===== src/rtl/flag_unit_pkg.sv =====
`default_nettype none
// ============================================================================
//  Module      : flag_unit_pkg
//  Description : Shared condition-code and flag-index constants for flag_unit.
//  Revision    : 1.0 - initial release
// ============================================================================
package flag_unit_pkg;

    localparam int FLAG_Z = 0;
    localparam int FLAG_V = 1;
    localparam int FLAG_N = 2;

    localparam logic [2:0] CC_NE  = 3'b000;
    localparam logic [2:0] CC_EQ  = 3'b001;
    localparam logic [2:0] CC_GT  = 3'b010;
    localparam logic [2:0] CC_LT  = 3'b011;
    localparam logic [2:0] CC_GE  = 3'b100;
    localparam logic [2:0] CC_LE  = 3'b101;
    localparam logic [2:0] CC_OV  = 3'b110;
    localparam logic [2:0] CC_UNC = 3'b111;

endpackage
`default_nettype wire


===== src/rtl/flag_unit_cond_eval.sv =====
`default_nettype none
// ============================================================================
//  Module      : cond_eval
//  Description : Combinational branch-condition decode over Z/V/N flags.
//  Revision    : 1.0 - initial release
// ============================================================================
module cond_eval
    import flag_unit_pkg::*;
(
    input  logic [2:0] flags,
    input  logic [2:0] cond,
    output logic       taken
);

    logic w_z;
    logic w_v;
    logic w_n;

    assign w_z = flags[FLAG_Z];
    assign w_v = flags[FLAG_V];
    assign w_n = flags[FLAG_N];

    always_comb begin
        taken = 1'b0;
        unique case (cond)
            CC_NE:   taken = ~w_z;
            CC_EQ:   taken = w_z;
            CC_GT:   taken = ~w_z & ~w_n;
            CC_LT:   taken = w_n;
            CC_GE:   taken = w_z | ~w_n;
            CC_LE:   taken = w_z | w_n;
            CC_OV:   taken = w_v;
            CC_UNC:  taken = 1'b1;
            default: taken = 1'b0;
        endcase
    end

endmodule
`default_nettype wire


===== src/rtl/flag_unit.sv =====
`default_nettype none
// ============================================================================
//  Module      : flag_unit
//  Description : Pipeline flag register with zero-cycle forwarding, pending
//                flag-setter tracking and branch evaluation. Defining
//                FLAG_SHADOW_EN adds a save/restore shadow flag register.
//  Revision    : 1.0 - initial release
// ============================================================================
module flag_unit
    import flag_unit_pkg::*;
#(
    parameter int NFLAGS   = 3,
    parameter int PEND_MAX = 3
) (
    input  logic              clk,
    input  logic              rst,
    input  logic [NFLAGS-1:0] d,
    input  logic [NFLAGS-1:0] wen,
    input  logic              set_issue,
    input  logic              flush,
    input  logic              cond_valid,
    input  logic [2:0]        cond,
    output logic [NFLAGS-1:0] q,
    output logic              cond_ready,
    output logic              taken,
    output logic              pend_full
`ifdef FLAG_SHADOW_EN
    ,
    input  logic              save,
    input  logic              restore
`endif
);

    localparam int               c_PCW      = $clog2(PEND_MAX + 1);
    localparam logic [c_PCW-1:0] c_PEND_MAX = c_PCW'(PEND_MAX);

    logic [NFLAGS-1:0] r_q;
    logic [NFLAGS-1:0] w_q_nxt;
    logic [NFLAGS-1:0] w_wmask;
    logic [NFLAGS-1:0] w_f;
    logic [c_PCW-1:0]  r_pc;
    logic [c_PCW-1:0]  w_pc_nxt;
    logic              w_any_wen;
    logic              w_taken_raw;

    // A flushed cycle writes nothing, so the bypass sees the old flags too.
    assign w_wmask   = flush ? '0 : wen;
    assign w_f       = (d & w_wmask) | (r_q & ~w_wmask);
    assign w_any_wen = |wen;

    cond_eval u_cond_eval (
        .flags ({w_f[FLAG_N], w_f[FLAG_V], w_f[FLAG_Z]}),
        .cond  (cond),
        .taken (w_taken_raw)
    );

    assign taken      = cond_valid & w_taken_raw;
    assign pend_full  = (r_pc == c_PEND_MAX);
    // The last outstanding setter writing this cycle is covered by the bypass.
    assign cond_ready = (cond == CC_UNC) || (r_pc == '0) ||
                        ((r_pc == c_PCW'(1)) && w_any_wen && !flush);
    assign q          = r_q;

    always_comb begin
        w_pc_nxt = r_pc;
        if (flush) begin
            w_pc_nxt = '0;
        end else if (set_issue && !w_any_wen) begin
            if (r_pc != c_PEND_MAX) w_pc_nxt = r_pc + 1'b1;
        end else if (!set_issue && w_any_wen) begin
            if (r_pc != '0) w_pc_nxt = r_pc - 1'b1;
        end
    end

`ifdef FLAG_SHADOW_EN
    logic [NFLAGS-1:0] r_shadow;

    assign w_q_nxt = restore ? r_shadow : w_f;

    always_ff @(posedge clk or negedge rst) begin
        if (!rst) begin
            r_shadow <= '0;
        end else if (save) begin
            r_shadow <= r_q;
        end
    end
`else
    assign w_q_nxt = w_f;
`endif

    always_ff @(posedge clk or negedge rst) begin
        if (!rst) begin
            r_q  <= '0;
            r_pc <= '0;
        end else begin
            r_q  <= w_q_nxt;
            r_pc <= w_pc_nxt;
        end
    end

endmodule
`default_nettype wire


===== config.mk =====
export PLATFORM = sky130hd
export DESIGN_NAME = flag_unit
export DESIGN_NICKNAME = d
export VERILOG_FILES = /design/src/rtl/flag_unit_pkg.sv /design/src/rtl/flag_unit_cond_eval.sv /design/src/rtl/flag_unit.sv
export SDC_FILE = /design/constraint.sdc
export NUM_CORES = 1
export LEC_CHECK = 0
export ABC_AREA = 1
export BUFFER_PORTS_ARGS = -buffer_cell sky130_fd_sc_hd__buf_2
export CAP_MARGIN = 30
export CELL_PAD_IN_SITES_DETAIL_PLACEMENT = 1
export CELL_PAD_IN_SITES_GLOBAL_PLACEMENT = 2
export CORE_MARGIN = 5
export CORE_UTILIZATION = 24
export CTS_CLUSTER_SIZE = 28
export DETAILED_ROUTE_END_ITERATION = 6
export PLACE_DENSITY = 0.89
export SYNTH_ARGS = -nofsm -noshare
export SYNTH_HDL_FRONTEND = slang
export SYNTH_SLANG_ARGS = --single-unit

===== constraint.sdc =====
create_clock -name clk -period 3.9 [get_ports clk]
set_clock_uncertainty 0.2 [all_clocks]
set_input_delay 0.39 -clock clk [delete_from_list [all_inputs] [get_ports clk]]
set_output_delay 0.39 -clock clk [all_outputs]
set_load 0.1 [all_outputs]

# Yosys cells after proc, flatten, opt, wreduce, memory -nomap -nowiden
# Index checks and enable logic that the tools add are counted.
# totals
regBits,5
elab_cells,48
# classes
addsub,2
n_eq_ne,11
muxes,7
bitwise,10
reduce_logical,16
# ops
op,count
== test 3 bit (second input constant),4
2-to-1 mux 2 bit,5
case mux 1 bit (8 select lines),1
bitwise AND 3 bit,2
== test 3 x 2 -> 1 bit (second input constant),2
nonzero test 3 bit,2
logical AND 1 bit,4
== test 3 x 1 -> 1 bit (second input constant),1
logical NOT 1 bit,3
logical NOT 3 bit,1
2-to-1 mux 3 bit,1
inequality test 3 x 2 -> 1 bit (second input constant),1
inverter 3 bit,1
bitwise OR 3 bit,1
AND reduction 3 bit,1
OR reduction 3 bit,1
adder 2 x 1 -> 2 bit (second input constant),1
bitwise AND 1 bit,2
== test 2 x 1 -> 1 bit (second input constant),1
== test 2 bit (second input constant),1
logical NOT 2 bit,1
logical OR 1 bit,2
inequality test 2 bit (second input constant),1
inverter 1 bit,2
other kinds (3),4

# Depth between registers and ports, before layout
# Gate-level depths: netlist of run 1.
# logic_depth
word_depth,8
ltp_mapped,10

# Hierarchy
# From an unflattened synthesis of run 1, not the netlist that was laid out.
# unflattened
cells_unflattened,72
area_unflattened_um2,449.2
# modules_own_cells
module,n_inst,cells_per_inst,area_each_um2,seq_area_each_um2
flag_unit,1,57,377.9,125.1
cond_eval,1,15,71.3,0.0

# Worst setup path after synthesis of run 1
# Ideal clock, no wire load.
# synth_timing
path_type,flip-flop to output port
start,register r_q[0] (netlist: q[0])
end,output taken
arrival_time_ps,2275
required_ps,3310
path_slack_ps,1035
stages_incl_launch_ff,9
cell_sequence,dfrtp_1 inv_1 nand2_1 o21ai_2 nand2_1 nand2_1 nand2_1 nor2_2 a21oi_2
# synth_via
elab_chain_cells,6
word_cells_on_any_way,8
# synth_lines
element,line,rtl
"start, declared",flag_unit.sv:37,logic [NFLAGS-1:0] r_q;
"start signal, assigned",flag_unit.sv:96,r_q <= w_q_nxt;
bitwise AND 3 bit (*),flag_unit.sv:48,assign w_f = (d & w_wmask) | (r_q & ~w_wmask);
bitwise OR 3 bit (*),flag_unit.sv:48,
inverter 1 bit,"flag_unit_cond_eval.sv:26, flag_unit_cond_eval.sv:28",
bitwise AND 1 bit,flag_unit_cond_eval.sv:28,CC_GT: taken = ~w_z & ~w_n;
case mux 1 bit (8 select lines) (*),flag_unit_cond_eval.sv:25,unique case (cond)
bitwise AND 1 bit (*),flag_unit.sv:57,assign taken = cond_valid & w_taken_raw;
"end, declared",flag_unit.sv:25,"output logic taken,"
# Every way passes the cells marked *; elsewhere a longest branch is shown, timed or not.

# Worst setup path in the final report of run 1
# layout_timing
start,input flush
end,output taken
# layout_via
elab_chain_cells,8
word_cells_on_any_way,12
# layout_lines
element,line,rtl
"start, declared",flag_unit.sv:20,"input logic flush,"
2-to-1 mux 3 bit (*),flag_unit.sv:47,assign w_wmask = flush ? '0 : wen;
inverter 3 bit,flag_unit.sv:48,
bitwise AND 3 bit,flag_unit.sv:48,
bitwise OR 3 bit (*),flag_unit.sv:48,
"inverter 1 bit, on equally long branches","flag_unit_cond_eval.sv:28, flag_unit_cond_eval.sv:30, flag_unit_cond_eval.sv:26",
bitwise OR 1 bit or bitwise AND 1 bit (tied branches),"flag_unit_cond_eval.sv:30, flag_unit_cond_eval.sv:28",
case mux 1 bit (8 select lines) (*),flag_unit_cond_eval.sv:25,
bitwise AND 1 bit (*),flag_unit.sv:57,
# Marked as above.

==> results.tsv, run 1 <==
stage	metric	value	unit
status	outcome	completed	
yosys	Synth warnings	0	
setup_path	Worst path most repeated cell	nand2_1	
finish	share of cells above drive strength 1	0.333	
placement	PortBufs	19	
finish	most frequent cells in the layout	nand2_1, buf_2, inv_1	
clocking	CTS Sinks	5	
sta	worst hold margin	0.231	ns
clocking	post-cts sizing count	0	
sta	Fin. Hold Viols	0	
floorplanning	chip width	55.6	um
floorplanning	io pins	20	
power	leakage	0.382	nW
placement	GP Congestion	0.716	
sta	PnR worst setup slack	1.62	ns
power	Reg power frac	0.231	
clocking	CTS tree	yes	
floorplanning	starting density of the core	0.252	
run	maxcap violations	0	
clocking	CTS buffer count	3	
sta	Setup-failing EPs final	0	
floorplanning	# rows	16	
detailed_routing	WL final	1320	um
yosys	largest area contributor in the netlist	dfrtp_1	
worst_hold_path	hold crit path type	in -> reg	
power	Psw	0.169	mW
clocking	clock slew seen by the registers of the worst setup and hold paths	0.04	ns
yosys	post-synth top area share	0.251	
setup_path	critical-path cell list	buf_2 -> inv_2 -> nand2_2 -> nand2_1 -> o21ai_2 -> nand2_2 -> nand2_1 -> nand2_1 -> nand2_1 -> a21oi_2 -> buf_2	
finish	Nets	123	
power	switching part of the total	0.536	
setup_path	delay of the slowest critical-path stage	0.43	ns
sta	period utilisation layout	0.585	
floorplanning	die area	3090	um^2
sta	RSZ-0062 raised after global routing	no	
setup_path	Worst setup SP type	input port	
grt	initial antenna violation count	0	
yosys	simple-gate share of the synthesized area	0.466	
sta	relative slew slack	0.674	
detailed_routing	via count	541	
sta	Max Fclk	438	MHz
sta	Tmin final	2.28	ns
sta	fin. max-slew vios	0	
detailed_routing	DR DRC count	0	
clocking	maximum buffer depth of the clock tree	2	
setup_path	Critical Path AT	1.69	ns
detailed_routing	DRT Pass-1 Iters	4	
yosys	Netlist cell types	19	
power	Max IR drop VDD	0.211	mV
setup_path	CP max FO	8	
grt	largest net degree at the start of global routing	9	
placement	placed insts	127	
finish	area grow syn2layout	33.1	%
sta	Worst Max-Slew Pin Slew	0.493	ns
grt	total grt overflow	0	
power	Comb pwr share	0.583	
grt	first-pass GRT wire length	2330	um
power	clock power share	0.186	
placement	pre-CTS setup slack	1.61	ns
clocking	H-tree levels	1	
yosys	synthesized area	499	um^2
yosys	xor and xnor area share after synthesis	0.0175	
setup_path	crit path capture type	output pin	
detailed_routing	DR vias/cell	4.10	
yosys	Synth Area in Compound Gates	0.0702	
grt	vias in the first global route	542	
floorplanning	core box area	1980	um^2
clocking	Root Driver	clkbuf_4	
setup_path	Reg-to-Reg Start	r_pc[0]$_DFFE_PN0P_	
power	Int Pwr	0.146	mW
detailed_routing	Antenna Nets Post-Route	0	
clocking	Worst-Skew Late Latency	0.23	ns
yosys	post-synthesis mux area share	0	
yosys	Synth Register Bits	5	
finish	most common cell after layout, fill and taps aside	nand2_1	
worst_hold_path	Hold Startpoint	d[1]	
power	Pwr Density	474	nW/um^2
yosys	Synth Net Count	98	
yosys	synth top area cells	dfrtp_1, nand2_1, inv_1	
setup_path	Crit path required time	3.31	ns
finish	Post-Layout Cell Count	132	
yosys	Syn Inst Count	81	
detailed_routing	number of DRC markers in iteration 0	5	
finish	ant diodes	0	
floorplanning	Die Ht	55.6	um
grt	gr usage total	0.0913	
yosys	syn_area_per_cell	6.16	um^2
sta	setup TNS	0	ns
setup_path	Crit. Startpoint	flush	
setup_path	Setup CP Type	in -> out	
setup_path	Crit-path slowest cell	buf_2	
yosys	register area share after synthesis	0.251	
yosys	main combinational cell family by area after synthesis	simple AND/OR/NAND/NOR gates	
finish	Final Util	0.335	
placement	dpl hpwl	1160	um
yosys	post-synthesis adder-cell area fraction	0.0752	
detailed_routing	Routed wire per std cell	10.0	um
-- registers in the layout, summed over array words and instances (netlist names) --
signal / count
r_pc: 2
q: 3
-- path summary, 6_finish.rpt --
kind	to	slack [ns]	cells after the start
min in group asynchronous	q[0]$_DFF_PN0_	0.29	2
max in group asynchronous	r_pc[1]$_DFFE_PN0P_	3.08	2
worst max register to register	r_pc[1]$_DFFE_PN0P_	2.45	7
worst min-delay path	q[1]$_DFF_PN0_	0.23	3
worst min register to register	q[1]$_DFF_PN0_	0.31	2
worst max-delay path	taken	1.62	11
-- synthesized netlist by cell type --
cell and instances:
o31ai_1 1, nand2_2 5, dfrtp_1 5, a21oi_1 1
nor2_2 1, nand3_1 7, xnor2_1 1, nor3_2 1
nand3b_1 1, inv_2 3, inv_1 13, ha_1 3
a21oi_2 1, nand2_1 27, nor2_1 7, nor3_1 1
o21ai_0 1, o21ai_2 1, nand3_2 1
-- critical path, delay by kind of cell --
family          cells  cell delay, ns
buf+inv             3            0.69
simple gates        6            0.38
compound gates      2            0.21
-- stage by stage --
stage | power (mW) | instance area [um^2]
global placement | 0.258 | 628
finish | 0.315 | 664
CTS | 0.322 | 664
detailed placement | 0.258 | 628
floorplan | 0.222 | 499
global route | 0.342 | 664
-- final cells by class --
type	instances	area [um^2]
inverters	16	60.1
multi-input cells	60	314
well taps	27	33.8
flip-flops and latches	5	125
repair buffers	20	105
fillers	275	1320
clock buffers	4	26.3
-- power by group through the flow --
stage,Sequential (mW),Clock (mW),Combinational (mW)
6_report,0.0726,0.0586,0.184
5_1_grt,0.0745,0.0658,0.202
4_1_cts,0.0729,0.0623,0.186
3_5_place_dp,0.0736,0,0.185
3_3_place_gp,0.0736,0,0.184
2_1_floorplan,0.0998,0,0.123
-- metal layers --
| metal | routed length [um] | global-route usage | up-vias |
|---|---|---|---|
| li1 | - | - | 296 |
| met1 | 653 | 0.123 | 236 |
| met2 | 621 | 0.144 | 9 |
| met3 | 48 | 0.0116 | 0 |
| met4 | 0 | 0.0417 | 0 |
| met5 | 0 | 0 | - |
-- cell families after synthesis --
logic type	after synthesis
simple gates	51
buf+inv	16
compound gates	5
flops	5
fa+ha+maj	3
xor+xnor	1
-- timing repair --
item,4_1_cts,5_1_grt
hold endpoints to repair,5,0
hold buffers,1,0
setup buffers,0,0
Power figures use the tool's default switching activity.
==> run 2, diff against run 1 <==
--- a/config.mk
+++ b/config.mk
@@ -5,16 +5,16 @@
 export SDC_FILE = /design/constraint.sdc
 export NUM_CORES = 1
 export LEC_CHECK = 0
-export ABC_AREA = 1
+export ABC_AREA = 0
 export BUFFER_PORTS_ARGS = -buffer_cell sky130_fd_sc_hd__buf_2
 export CAP_MARGIN = 30
 export CELL_PAD_IN_SITES_DETAIL_PLACEMENT = 1
 export CELL_PAD_IN_SITES_GLOBAL_PLACEMENT = 2
 export CORE_MARGIN = 5
-export CORE_UTILIZATION = 24
+export CORE_UTILIZATION = 22
 export CTS_CLUSTER_SIZE = 28
 export DETAILED_ROUTE_END_ITERATION = 6
-export PLACE_DENSITY = 0.89
+export PLACE_DENSITY = 0.81
 export SYNTH_ARGS = -nofsm -noshare
 export SYNTH_HDL_FRONTEND = slang
 export SYNTH_SLANG_ARGS = --single-unit
==> constraint.sdc (replaced) <==
create_clock -name clk -period 2.1 [get_ports clk]
set_clock_uncertainty 0.2 [all_clocks]
set_input_delay 0.21 -clock clk [delete_from_list [all_inputs] [get_ports clk]]
set_output_delay 0.21 -clock clk [all_outputs]
set_load 0.1 [all_outputs]
==> run 2 against run 1 <==
Against the previous run: the run now ends with negative setup slack left; final cell count fell by 34%; worst hold slack got worse by 0.19 ns; wire length fell by 3.4%; count of clock-buffer cells in the layout is the same; design area is 7.7% lower; power up 65%; critical path depth shrank 7; critical endpoint unchanged.
==> results.tsv, run 2 <==
stage	metric	value	unit
power	Max IR drop VDD	0.322	mV
detailed_routing	Antenna Nets Post-Route	0	
sta	fin. max-slew vios	0	
finish	area grow syn2layout	60.7	%
setup_path	FF-to-FF setup slack	0.56	ns
yosys	Synth warnings	0	
setup_path	worst-case reg-to-reg path depth	5	
finish	Nets	88	
yosys	synthesized area	382	um^2
setup_path	FF-to-FF End	r_pc[0]$_DFFE_PN0P_	
power	leakage	0.295	nW
placement	PortBufs	19	
yosys	Syn Inst Count	42	
detailed_routing	Routed wire per std cell	14.7	um
sta	Max Fclk	432	MHz
detailed_routing	DR DRC count	0	
grt	gr usage total	0.111	
sta	worst hold margin	0.0392	ns
placement	DP Area	576	um^2
finish	# fillers	216	
grt	largest net degree at the start of global routing	7	
finish	max reg flops	3	
floorplanning	# rows	15	
yosys	Async SR Flop Fraction	1.00	
detailed_routing	DR vias/cell	4.79	
sta	PnR worst setup slack	-0.214	ns
clocking	CTS Sinks	5	
worst_hold_path	hold crit path type	in -> reg	
setup_path	Setup CP Type	reg -> out	
sta	Worst Max-Slew Pin Slew	0.490	ns
sta	Setup-failing EPs final	1	
yosys	largest area contributor in the netlist	dfrtp_1	
yosys	Post-synth EDFFs	0	
clocking	CTS tree	yes	
finish	Post-Layout Cell Count	87	
sta	relative slew slack	0.676	
yosys	Synth Register Bits	5	
floorplanning	die area	2670	um^2
detailed_routing	via count	417	
yosys	synth top area cells	dfrtp_1, ha_1, nor2_1	
yosys	top post-synthesis cells by count	nor2_1, dfrtp_1, inv_1	
clocking	maximum buffer depth of the clock tree	2	
power	Pwr Density	847	nW/um^2
finish	share of cells above drive strength 1	0.500	
sta	Fin. Hold Viols	0	
sta	RSZ-0062 raised after global routing	yes	
worst_hold_path	Hold Startpoint	d[2]	
setup_path	Worst setup SP type	flip-flop	
grt	total grt overflow	0	
floorplanning	starting density of the core	0.226	
yosys	register area share after synthesis	0.328	
detailed_routing	DRT Pass-1 Iters	4	
status	failing checks	negative setup slack	
grt	vias in the first global route	461	
grt	first-pass GRT wire length	2080	um
finish	ant diodes	0	
setup_path	Reg-to-Reg Start	r_pc[0]$_DFFE_PN0P_	
clocking	CTS buffer count	3	
floorplanning	chip width	51.7	um
finish	most frequent cells in the layout	buf_2, nor2_1, inv_1	
sta	Tmin final	2.31	ns
setup_path	Critical Path AT	1.90	ns
placement	dpl hpwl	1110	um
worst_hold_path	Min-Delay Path Depth	3	
finish	most common cell after layout, fill and taps aside	buf_2	
setup_path	CP max FO	6	
yosys	Post-synth top flop	dfrtp_1	
yosys	post-synth top area share	0.328	
placement	placed insts	82	
worst_hold_path	Hold EP	q[2]$_DFF_PN0_	
yosys	Synth Net Count	59	
yosys	most frequent cell after synthesis	nor2_1	
floorplanning	io pins	20	
detailed_routing	number of DRC markers in iteration 0	4	
clocking	Root Driver	clkbuf_4	
floorplanning	core box area	1690	um^2
floorplanning	Die Ht	51.7	um
finish	final instance area	613	um^2
clocking	clock slew seen by the registers of the worst setup and hold paths	0.05	ns
clocking	Worst-Skew Late Latency	0.25	ns
status	outcome	finished, violations left	
power	Design Power	0.519	mW
run	maxcap violations	0	
setup_path	Crit path required time	1.69	ns
clocking	H-tree levels	1	
sta	period utilisation layout	1.10	
setup_path	crit path capture type	output pin	
yosys	syn_area_per_cell	9.09	um^2
placement	GP Congestion	0.711	
setup_path	Crit. Startpoint	q[0]$_DFF_PN0_	
grt	initial antenna violation count	0	
detailed_routing	WL final	1280	um
yosys	Netlist cell types	22	
==> run 2: kinds of logic after synthesis <==
family | count (synthesis) | share of synthesized area
adders and majority gates | 3 | 0.0984
and+or+nand+nor | 16 | 0.236
AOI/OAI and AO/OA | 9 | 0.171
buffers and inverters | 5 | 0.0492
xor gates and xnor gates | 1 | 0.0230
muxes | 3 | 0.0951
DFF | 5 | 0.328
==> run 2: final cells by class <==
| class | count | area, um^2 | share of cell area |
|---|---|---|---|
| Timing Repair Buffer | 24 | 150 | 0.245 |
| Inverter | 5 | 18.8 | 0.0306 |
| Multi-Input combinational cell | 32 | 265 | 0.433 |
| Clock buffer | 4 | 26.3 | 0.0429 |
| Sequential cell | 5 | 131 | 0.214 |
| Tap cell | 17 | 21.3 | 0.0347 |
==> run 2: per-layer routing <==
layer | track usage | part of all wire
met2 | 0.191 | 0.52
met4 | 0.0393 | 0.0078
met5 | 0 | 0
met1 | 0.118 | 0.41
met3 | 0.0516 | 0.056
==> run 2: what timing repair did <==
action	CTS	global route
buffers inserted	0	0
setup endpoints to repair	1	1
hold endpoints to repair	5	0
resized for setup	0	1
hold buffers	1	0
==> run 2: worst max path at each step <==
| stage | endpoint | slack, ns | cells after the start |
|---|---|---|---|
| global placement | taken | 0.06 | 6 |
| CTS | taken | -0.23 | 4 |
| detailed placement | taken | 0.009 | 6 |
| global route | taken | -0.27 | 4 |
| floorplan | taken | -0.51 | 3 |
| finish | taken | -0.21 | 4 |
==> run 2: critical path: stages, from the launching register on <==
cell      delay, ns
dfrtp_4        0.47
mux2_4         0.30
or3_4          0.39
a311oi_4       0.27
buf_12         0.22
==> run 2: power breakdown <==
| part | switching [mW] | total, mW | internal (mW) | leakage [nW] |
|---|---|---|---|---|
| clock network | 0.0448 | 0.117 | 0.0722 | 0.0150 |
| logic | 0.197 | 0.276 | 0.0795 | 0.221 |
| registers | 0.0119 | 0.126 | 0.114 | 0.0592 |
==> run 2: stage by stage <==
stage	TNS, ns	util	setup WS (ns)
floorplan	-0.514	-	-0.514
global placement	0	0.341	0.0610
detailed placement	0	0.341	0.00857
CTS	-0.233	0.362	-0.233
global route	-0.269	0.363	-0.269
finish	-0.214	0.363	-0.214
==> run 3, diff against run 2 <==
--- a/config.mk
+++ b/config.mk
@@ -8,13 +8,12 @@
 export ABC_AREA = 0
 export BUFFER_PORTS_ARGS = -buffer_cell sky130_fd_sc_hd__buf_2
 export CAP_MARGIN = 30
-export CELL_PAD_IN_SITES_DETAIL_PLACEMENT = 1
-export CELL_PAD_IN_SITES_GLOBAL_PLACEMENT = 2
-export CORE_MARGIN = 5
-export CORE_UTILIZATION = 22
+export CORE_AREA = 5 5 42 44
 export CTS_CLUSTER_SIZE = 28
 export DETAILED_ROUTE_END_ITERATION = 6
-export PLACE_DENSITY = 0.81
+export DIE_AREA = 0 0 47 49
+export PLACE_DENSITY = 0.68
 export SYNTH_ARGS = -nofsm -noshare
 export SYNTH_HDL_FRONTEND = slang
+export SYNTH_HIERARCHICAL = 1
 export SYNTH_SLANG_ARGS = --single-unit
==> run 3 against run 2 <==
Against the previous run: the flow now finishes without violations; largest power group unchanged; global-route usage shrank 1.2 points; wire length shrank 19%; design area grew 5.5%.
==> results.tsv, run 3 <==
stage	metric	value	unit
status	outcome	completed	
power	Reg power frac	0.243	
floorplanning	die area	2300	um^2
setup_path	worst-case reg-to-reg path depth	5	
power	switching part of the total	0.458	
power	Psw	0.230	mW
yosys	top post-synthesis cells by count	dfrtp_1, inv_1, mux2_2, nor2_1	
finish	most common cell after layout, fill and taps aside	buf_2	
yosys	post-synth top area share	0.287	
sta	RSZ-0062 raised after global routing	yes	
setup_path	crit path capture type	output pin	
setup_path	Critical Path AT	1.69	ns
floorplanning	Die Ht	49	um
clocking	clock slew seen by the registers of the worst setup and hold paths	0.05	ns
placement	dpl hpwl	811	um
floorplanning	io pins	20	
setup_path	delay of the slowest critical-path stage	0.39	ns
setup_path	CP max FO	4	
clocking	CTS Sinks	5	
yosys	post-synthesis mux area share	0.175	
grt	initial antenna violation count	0	
detailed_routing	DR DRC count	0	
worst_hold_path	hold crit path type	in -> reg	
power	Comb pwr share	0.534	
sta	Fin. Hold Viols	0	
finish	area of all sequential standard cells	129	um^2
yosys	Async SR Flop Fraction	1.00	
detailed_routing	WL final	1030	um
yosys	synthesized area	435	um^2
placement	PortBufs	19	
grt	vias in the first global route	410	
yosys	register area share after synthesis	0.287	
power	clock power share	0.223	
yosys	xor and xnor area share after synthesis	0	
power	Max IR drop VDD	0.447	mV
yosys	post-synthesis adder-cell area fraction	0.0862	
clocking	Worst-Skew Late Latency	0.24	ns
detailed_routing	via count	421	
yosys	most frequent cell after synthesis	dfrtp_1	
setup_path	critical-path cell list	mux2_4 -> mux2i_1 -> o31a_1 -> o21a_1 -> and2_4 -> buf_12	
floorplanning	# rows	14	
yosys	Synth Net Count	63	
yosys	Syn Inst Count	46	
worst_hold_path	Min-Delay Path Depth	2	
clocking	Root Driver	clkbuf_4	
sta	PnR worst setup slack	0.00216	ns
sta	Setup-failing EPs final	0	
sta	Tmin final	2.10	ns
yosys	Synth Area in Compound Gates	0.147	
power	Int Pwr	0.272	mW
yosys	Post-synth top flop	dfrtp_1	
placement	GP Congestion	0.692	
setup_path	Setup CP Type	reg -> out	
finish	multi-input logic area	314	um^2
worst_hold_path	Hold Startpoint	d[1]	
clocking	CTS tree	yes	
power	Pwr Density	775	nW/um^2
grt	met3 usage in global routing	0.0369	
yosys	simple-gate share of the synthesized area	0.261	
setup_path	Crit-path slowest cell	dfrtp_2	
placement	DP Area	578	um^2
detailed_routing	number of DRC markers in iteration 0	0	
setup_path	Reg-to-Reg Start	r_pc[0]$_DFFE_PN0P_	
detailed_routing	Antenna Nets Post-Route	0	
yosys	syn_area_per_cell	9.47	um^2
yosys	synth top area cells	dfrtp_1, mux2_2, ha_1	
finish	area grow syn2layout	48.6	%
detailed_routing	DRT Pass-1 Iters	1	
finish	ant diodes	0	
clocking	maximum buffer depth of the clock tree	2	
sta	relative slew slack	0.673	
grt	total grt overflow	0	
worst_hold_path	Hold EP	q[1]$_DFF_PN0_	
run	maxcap violations	0	
finish	# fillers	151	
grt	first-pass GRT wire length	1650	um
yosys	Post-synth EDFFs	0	
floorplanning	starting density of the core	0.311	
grt	GR peak layer	met2	
yosys	Synth Register Bits	5	
detailed_routing	DR vias/cell	4.78	
grt	met1 Track Usage GR	0.119	
setup_path	Crit path required time	1.69	ns
grt	met2 Usage GRT	0.138	
yosys	largest area contributor in the netlist	dfrtp_1	
floorplanning	core box area	1400	um^2
grt	largest net degree at the start of global routing	7	
clocking	CTS buffer count	3	
grt	gr usage total	0.0984	
setup_path	FF-to-FF End	r_pc[0]$_DFFE_PN0P_	
placement	pre-CTS setup slack	0.0505	ns
sta	Worst Max-Slew Pin Slew	0.495	ns
sta	setup TNS	0	ns
finish	max reg flops	3	
finish	final instance area	647	um^2
yosys	Netlist cell types	26	
detailed_routing	Routed wire per std cell	11.7	um
finish	Nets	90	
finish	share of cells above drive strength 1	0.556	
sta	Max Fclk	477	MHz
floorplanning	chip width	47	um
sta	period utilisation layout	0.999	
setup_path	Worst setup SP type	flip-flop	
sta	fin. max-slew vios	0	
yosys	main combinational cell family by area after synthesis	simple AND/OR/NAND/NOR gates	
yosys	Synth warnings	6	
clocking	H-tree levels	1	
power	leakage	0.312	nW
setup_path	FF-to-FF setup slack	0.47	ns
finish	most frequent cells in the layout	buf_2, inv_1, nor2_1	
==> run 3: through the flow <==
step	hold slack (ns)	utilization	std cells	power (mW)
after floorplan	-0.286	-	46	0.316
after CTS	0.0173	0.456	87	0.505
after global placement	-0.174	0.413	81	0.373
after global routing	0.0268	0.462	88	0.536
final	0.0227	0.462	88	0.502
after detailed placement	-0.170	0.413	81	0.374
==> run 3: worst max path at each step <==
stage                    from  endpoint  cells after the start
2_1_floorplan  q[2]$_DFF_PN0_     taken                      5
3_3_place_gp           wen[0]     taken                      9
3_5_place_dp            flush     taken                      9
4_1_cts        q[0]$_DFF_PN0_     taken                      7
5_1_grt        q[0]$_DFF_PN0_     taken                      7
6_report       q[2]$_DFF_PN0_     taken                      6
==> run 3: cell families (layout without fill, tap and decap cells) <==
group,after synthesis,count (layout)
AOI/OAI and AO/OA,8,8
adders and majority gates,3,3
buffers and inverters,5,31
DFF,5,5
muxes,7,7
and+or+nand+nor,18,18
==> run 3: timing repair <==
action | in CTS | in global routing
gates resized for setup | 4 | 0
gates cloned | 0 | 0
endpoints found under the setup margin | 1 | 1
hold buffers | 1 | 0
hold endpoints to repair | 5 | 0
pin swaps | 0 | 1
setup buffers | 1 | 1
==> run 3: worst max-delay path, delay by kind of cell (launching register included) <==
kind,cells,cell delay (ns)
AND/OR/NAND/NOR,1,0.14
buffers and inverters,1,0.16
multiplexers,2,0.41
AO/OA/AOI/OAI,2,0.34
flip-flops,1,0.39
==> run 3: per-layer routing <==
layer / up-vias / share of wire / routed length, um
li1: 214 / - / -
met1: 197 / 0.41 / 424
met2: 10 / 0.51 / 521
met3: 0 / 0.082 / 84
met4: 0 / 0 / 0
met5: - / 0 / 0
==> run 3: area by class of cell <==
class                   instances  area share
flip-flops and latches          5       0.199
repair buffers                 23       0.221
multi-input cells              36       0.485
inverters                       4      0.0232
well taps                      16      0.0309
clock buffers                   4      0.0406
==> run 3: power by group through the flow <==
stage	Combinational, mW	Clock [mW]	Sequential [mW]
2_1_floorplan	0.130	0	0.186
3_3_place_gp	0.250	0	0.123
3_5_place_dp	0.251	0	0.123
4_1_cts	0.266	0.118	0.122
5_1_grt	0.285	0.128	0.124
6_report	0.268	0.112	0.122
